==> src/rtl/alu_pkg.sv <==
// Shared types and constants for the RV32I integer ALU.
package alu_pkg;

  localparam int DATA_W  = 32;
  localparam int SHAMT_W = 5;

  // Operation select; encodings match the aluop field driven by the decoder.
  typedef enum logic [2:0] {
    alu_add = 3'b000,
    alu_sll = 3'b001,
    alu_sra = 3'b010,
    alu_sub = 3'b011,
    alu_xor = 3'b100,
    alu_srl = 3'b101,
    alu_or  = 3'b110,
    alu_and = 3'b111
  } alu_ops_t;

  // Barrel shifter controls derived from the opcode.
  typedef struct packed {
    logic left;   // 1: shift toward MSB, zero fill
    logic arith;  // 1: right shift fills with the operand sign bit
  } shift_ctrl_t;

  // Map an opcode to shifter controls; non-shift opcodes yield a don't-care
  // right logical shift whose result the result mux never selects.
  function automatic shift_ctrl_t shift_ctrl(input alu_ops_t op);
    shift_ctrl_t c;
    c.left  = (op == alu_sll);
    c.arith = (op == alu_sra);
    return c;
  endfunction

endpackage

==> src/rtl/alu_shifter.sv <==
// Combinational 32-bit barrel shifter: five stages of 1/2/4/8/16 bit
// positions, each stage either passing its input or shifting it.
module alu_shifter
  import alu_pkg::*;
(
  input  logic [DATA_W-1:0]  a,
  input  logic [SHAMT_W-1:0] shamt,
  input  logic               left,
  input  logic               arith,
  output logic [DATA_W-1:0]  y
);

  logic              fill;
  logic [DATA_W-1:0] s0, s1, s2, s3, s4, s5;

  // One shifter stage by a fixed distance k. Right shifts pull fill bits in
  // from a sign-extended upper half so sra and srl share the same datapath.
  function automatic logic [DATA_W-1:0] stage(
    input logic [DATA_W-1:0] d,
    input logic              en,
    input logic              to_left,
    input logic              fill_bit,
    input int unsigned       k
  );
    logic [2*DATA_W-1:0] ext;
    logic [DATA_W-1:0]   res;
    ext = {{DATA_W{fill_bit}}, d} >> k;
    if (!en)         res = d;
    else if (to_left) res = d << k;
    else             res = ext[DATA_W-1:0];
    return res;
  endfunction

  // Sign fill applies only to arithmetic right shifts.
  assign fill = arith & ~left & a[DATA_W-1];

  assign s0 = a;
  assign s1 = stage(s0, shamt[0], left, fill, 1);
  assign s2 = stage(s1, shamt[1], left, fill, 2);
  assign s3 = stage(s2, shamt[2], left, fill, 4);
  assign s4 = stage(s3, shamt[3], left, fill, 8);
  assign s5 = stage(s4, shamt[4], left, fill, 16);
  assign y  = s5;

endmodule

==> src/rtl/alu.sv <==
// Registered RV32I integer ALU: add/sub on a shared adder, logic ops,
// barrel shifts, one result register updated every cycle.
module alu
  import alu_pkg::*;
(
  input  logic        clk,
  input  logic        rst_n,
  input  logic [2:0]  aluop,
  input  logic [31:0] a,
  input  logic [31:0] b,
  output logic [31:0] f
);

  alu_ops_t          op;
  shift_ctrl_t       sctl;
  logic              is_sub;
  logic [DATA_W-1:0] b_add;
  logic [DATA_W-1:0] sum;
  logic [DATA_W-1:0] shifted;
  logic [DATA_W-1:0] result;

  assign op   = alu_ops_t'(aluop);
  assign sctl = shift_ctrl(op);

  // Subtraction reuses the adder as a + ~b + 1; carry-out is discarded so
  // both operations wrap modulo 2^32.
  assign is_sub = (op == alu_sub);
  assign b_add  = is_sub ? ~b : b;
  assign sum    = a + b_add + {{(DATA_W-1){1'b0}}, is_sub};

  // Only the low five bits of b form the shift amount.
  alu_shifter u_shifter (
    .a     (a),
    .shamt (b[SHAMT_W-1:0]),
    .left  (sctl.left),
    .arith (sctl.arith),
    .y     (shifted)
  );

  // Result select for the current opcode.
  always_comb begin
    // NOTE: default assignment first so no path leaves result unassigned (no latch).
    result = '0;
    unique case (op)
      alu_add, alu_sub:          result = sum;
      alu_sll, alu_sra, alu_srl: result = shifted;
      alu_xor:                   result = a ^ b;
      alu_or:                    result = a | b;
      alu_and:                   result = a & b;
      default:                   result = '0;
    endcase
  end

  // Output register; reset clears it immediately and discards in-flight work.
  always_ff @(posedge clk or negedge rst_n) begin
    // NOTE: non-blocking assignment for registered state avoids simulation races.
    if (!rst_n) f <= '0;
    else        f <= result;
  end

endmodule

==> config.mk <==
export PLATFORM = sky130hd
export DESIGN_NAME = alu
export DESIGN_NICKNAME = d
export VERILOG_FILES = /design/src/rtl/alu_pkg.sv /design/src/rtl/alu_shifter.sv /design/src/rtl/alu.sv
export SDC_FILE = /design/constraint.sdc
export NUM_CORES = 1
export LEC_CHECK = 0
export CAP_MARGIN = 20
export CORE_MARGIN = 1
export CORE_UTILIZATION = 49
export DETAILED_ROUTE_END_ITERATION = 7
export PLACE_DENSITY = 0.82
export SYNTH_ARGS = -nofsm -noshare
export SYNTH_HDL_FRONTEND = slang
export SYNTH_SLANG_ARGS = --single-unit
==> constraint.sdc <==
create_clock -name clk -period 0.8 [get_ports clk]
set_clock_uncertainty 0.1 [all_clocks]
set_input_delay 0.16 -clock clk [delete_from_list [all_inputs] [get_ports clk]]
set_output_delay 0.16 -clock clk [all_outputs]
set_load 0.02 [all_outputs]
==> flow_summary_export.csv, run 1 <==
group,metric,value,unit
floorplanning,die-height,137,um
clock_tree,cts.sinks,32,
floorplanning,io_pins,101,
synthesis,muxShareOfSynthArea,0.0394,
clock_tree,numCtsBuffers,5,
placement,gp_congestion,1.21,
placement,port_buffers,100,
synthesis,synth_fa_ha_area_frac,0.134,
grt,grt_pass1_wl,121000,um
status,status,"aborted with a tool error",
synthesis,synth_top_cells_by_count,"nand2_1, a21oi_1, o21ai_0",
floorplanning,rows,48,
grt,overflow,271,
synthesis,yosys.cell_types.count,88,
synthesis,syn_area,8890,um^2
grt,track_usage,0.861,
synthesis,synth_top_area_frac,0.132,
grt,grt_max_degree,47,
synthesis,yosysWarnings,0,
synthesis,synth_edf_count,0,
clock_tree,htree_num_levels,2,
synthesis,synth_top_family_by_area,"compound AO/OA/AOI/OAI gates",
floorplanning,die_width,137,um
synthesis,synthArstFlopShare,1.00,
grt,grt_pass1_vias,18492,
synthesis,synth_flop_cell,"dfrtp_1",
synthesis,synth-seq-area-share,0.0900,
synthesis,yosysMostFrequentCell,"nand2_1",
synthesis,avgSynthCellArea,7.00,um^2
synthesis,synth_top_area_cell,"ha_1",
synthesis,synth_compound_area_frac,0.371,
placement,dp_hpwl,42900,um
synthesis,synthXorXnorAreaFrac,0.0591,
clock_tree,clockBufferDepth,2,
status,flow.stopped_at,"global routing",
clock_tree,cts-root-buf,"clkbuf_16",
synthesis,synth_area_leaders,"ha_1, dfrtp_1, a21oi_1",
synthesis,yosys.area_share.simple,0.219,
synthesis,syn_nets,1434,
clock_tree,holdBufCountCts,0,
floorplanning,start_util,0.507,
synthesis,syn_inst,1270,
synthesis,ys_ff_latch,32,
status,error,"[ERROR GRT-0116] Global routing finished with congestion. Check the congestion regions in the DRC Viewer.",
-- timing repair --
item | in CTS
buffers inserted | 75
setup endpoints to repair | 64
pin swaps | 112
gates cloned | 2
gates resized for setup | 476
-- stage by stage --
stage	setup slack [ns]	cells	instance area (um^2)	setup TNS, ns
after floorplan	-2.41	1270	9150	-62.83
after global placement	-2.75	2005	13800	-92.33
after detailed placement	-2.86	2005	13800	-96.83
after CTS	-2.06	2087	15800	-65.56
-- logic make-up after synthesis --
group	count (synthesis)
and+or+nand+nor	386
DFF	32
xor gates and xnor gates	60
buffers and inverters	182
muxes	28
adders and majority gates	95
AOI/OAI and AO/OA	487
-- metal layers --
| layer | overflow | GRT usage |
|---|---|---|
| met1 | 4 | 0.833 |
| met2 | 181 | 1.01 |
| met3 | 13 | 0.761 |
| met4 | 73 | 0.875 |
| met5 | 0 | 0.456 |
==> inputs of run 2 (changes only) <==
- CORE_UTILIZATION: 49 -> 34
- PLACE_DENSITY: 0.82 -> default
- PLACE_DENSITY_LB_ADDON: default -> 0.15
- clock period: 0.8 -> 1 ns (I/O delays scaled with it)
==> run 2 against run 1 <==
The flow now finishes, with violations (negative setup slack). Synthesized cell count stayed put. Area after synthesis stayed put.
==> flow_summary_export.csv, run 2 <==
group,metric,value,unit
finish,largest_register_ffs,32,
finish,top_regs,"f: 32 flops",
floorplanning,core_area,25400,um^2
sta,finalHoldViolCount,0,
finish,post-route-util,0.638,
clock_tree,cts.sinks,32,
power,p_sw_frac,0.452,
synthesis,syn_nets,1434,
placement,port_buffers,100,
placement,dp_cells,2123,
synthesis,ys_ff_latch,32,
sta,tightest_slew,0.689,ns
power,power.static_leakage,7.47,nW
clock_tree,htree_num_levels,2,
power,p_int,8.01,mW
grt,track_usage,0.423,
floorplanning,io_pins,101,
synthesis,synth_top_area_frac,0.132,
clock_tree,clk_pin_slew,0.06,ns
sta,fmax,339,MHz
synthesis,synth-seq-area-share,0.0900,
power,p_comb_frac,0.770,
power,power_frac_seq,0.113,
sta,rsz0062_at_grt,"true",
floorplanning,die-height,164,um
route,wl_per_cell,26.3,um
finish,layout-drive-gt1-share,0.466,
finish,layout_common_cells,"buf_4, nand2_1, ha_1",
synthesis,synth_flop_cell,"dfrtp_1",
synthesis,yosys.cell_types.count,88,
power,ir_drop,1.40,mV
route,drt_pass1_iterations,5,
finish,top_register,"f",
setup_path,crit_arrival,2.99,ns
setup_path,worstSetupEndpointType,"flop",
route,vias,13237,
floorplanning,dieArea,26800,um^2
grt,overflow,0,
setup_path,startpoint,"aluop[2]",
sta,setup_viol,64,
synthesis,synth_edf_count,0,
route,wl,57600,um
setup_path,cp_cell_sequence,"buf_8 > clkinv_4 > nand3_4 > buf_12 > buf_12 > xnor2_2 > ha_2 > o21a_1 > o22ai_4 > o221ai_2 > a221o_1 > a211o_1 > a31oi_4 > xnor2_2 > o2111ai_2",
sta,layout_min_cycle_time,2.95,ns
setup_path,slowest_stage,"a221o_1",
finish,final_common_cell,"buf_4",
route,vias_per_cell,6.04,
setup_path,required,1.04,ns
finish,multi_input_area,8680,um^2
job,maxCapViolations,0,
setup_path,worst_setup_path_start_kind,"primary input",
floorplanning,die_width,164,um
synthesis,synth_top_area_cell,"ha_1",
synthesis,yosysWarnings,0,
route,drc,0,
synthesis,syn_inst,1270,
finish,areaGrowthSynthToFinish,82.3,%
finish,layout.cells.non_filler,2190,
finish,num-fill-cells,2265,
finish,regArea,801,um^2
synthesis,synth_top_cells_by_count,"nand2_1, a21oi_1, o21ai_0",
synthesis,syn_area,8890,um^2
setup_path,cp.depth,15,
power,p_per_area,901,nW/um^2
status,status,"finished, violations left",
placement,dp_hpwl,46300,um
worst_hold_path,min_path_type,"primary input to asynchronous set/reset pin",
synthesis,avgSynthCellArea,7.00,um^2
power,p_switching,6.59,mW
finish,nNetsFinal,2021,
sta,fin_tns_setup,-58.46,ns
route,ant_nets,0,
setup_path,crit_end,"f[25]",
grt,antenna_found_initial,3,
clock_tree,cts-root-buf,"clkbuf_16",
grt,grt_pass1_wl,82500,um
clock_tree,clockBufferDepth,2,
sta,timing.hold.ws,0.200,ns
clock_tree,cts_tree,"yes",
setup_path,cp_max_fo,8,
synthesis,synth_area_leaders,"ha_1, dfrtp_1, a21oi_1",
sta,slew_headroom,0.541,
sta,timing.final.ws_setup,-1.95,ns
clock_tree,numCtsBuffers,5,
floorplanning,start_util,0.350,
status,violations,"negative setup slack",
setup_path,path_delay_family,"compound AO/OA/AOI/OAI gates",
grt,grt_max_degree,35,
synthesis,synthArstFlopShare,1.00,
floorplanning,rows,58,
sta,fin_crit_sh,2.95,
setup_path,critical_path_class,"primary input to flop",
setup_path,max_stage_delay,0.41,ns
power,clock_power_share,0.117,
sta,slew_viol_final,0,
route,drt_iter0_drc,1576,
setup_path,worstPathBufferInverterCount,4,
placement,gp_congestion,1.07,
synthesis,yosysMostFrequentCell,"nand2_1",
grt,grt_pass1_vias,12479,
## run 2: cell counts after synthesis
Identical to the previous run, type by type.
## run 2: kinds of logic after synthesis
| logic type | Yosys count | share of synthesized area |
|---|---|---|
| XOR/XNOR | 60 | 0.0591 |
| AND/OR/NAND/NOR | 386 | 0.219 |
| AO/OA/AOI/OAI | 487 | 0.371 |
| flip-flops | 32 | 0.0900 |
| adder cells (fa/ha/maj) | 95 | 0.134 |
| multiplexers | 28 | 0.0394 |
| buffers and inverters | 182 | 0.0869 |
## run 2: what timing repair did
action / CTS / global route
resized for setup: 420 / 121
hold buffers: 0 / 0
gates cloned: 3 / 0
endpoints found under the hold margin: 0 / 0
endpoints found under the setup margin: 64 / 64
buffers inserted: 44 / 21
pin swaps: 91 / 75
## run 2: final cells by class
| type | count | area share |
|---|---|---|
| tap | 330 | 0.0255 |
| multi-input combinational | 1056 | 0.535 |
| timing repair buffer | 685 | 0.361 |
| sequential | 32 | 0.0494 |
| inverter | 77 | 0.0181 |
| clock inverter | 2 | 0.00216 |
| clock buffer | 6 | 0.00795 |
| antenna | 2 | 0.000309 |
## run 2: worst min-delay path by stage
stage | startpoint | to | slack (ns) | cells after the start
floorplan | rst_n | f[0] | -0.20 | 0
global placement | rst_n | f[15] | 0.49 | 2
detailed placement | rst_n | f[20] | 0.49 | 2
CTS | rst_n | f[21] | 0.21 | 2
global route | rst_n | f[27] | 0.22 | 2
finish | rst_n | f[25] | 0.20 | 2
## run 2: metal layers
metal	global-route usage	vias to the layer above	wire [um]
met5	0	-	0
met4	0.235	0	3600
met3	0.0578	183	5350
met2	0.654	852	25300
met1	0.565	6262	23300
li1	-	5940	-
## run 2: through the flow
| stage | power, mW | cell area [um^2] | setup slack (ns) |
|---|---|---|---|
| 6_report | 14.6 | 16200 | -1.95 |
| 5_1_grt | 15.2 | 16200 | -2.02 |
| 4_1_cts | 13.6 | 15500 | -1.92 |
| 3_5_place_dp | 10.8 | 14000 | -2.66 |
| 3_3_place_gp | 10.7 | 14000 | -2.64 |
| 2_1_floorplan | 5.60 | 9150 | -2.25 |
## run 2: power groups by stage
stage | sequential, mW | combinational, mW | clock (mW)
after detailed placement | 1.62 | 9.13 | 0
after global routing | 1.67 | 11.7 | 1.78
after CTS | 1.65 | 10.2 | 1.71
after global placement | 1.61 | 9.12 | 0
final | 1.65 | 11.2 | 1.71
after floorplan | 1.92 | 3.68 | 0
Note: power is estimated with default switching activity, not from simulation.
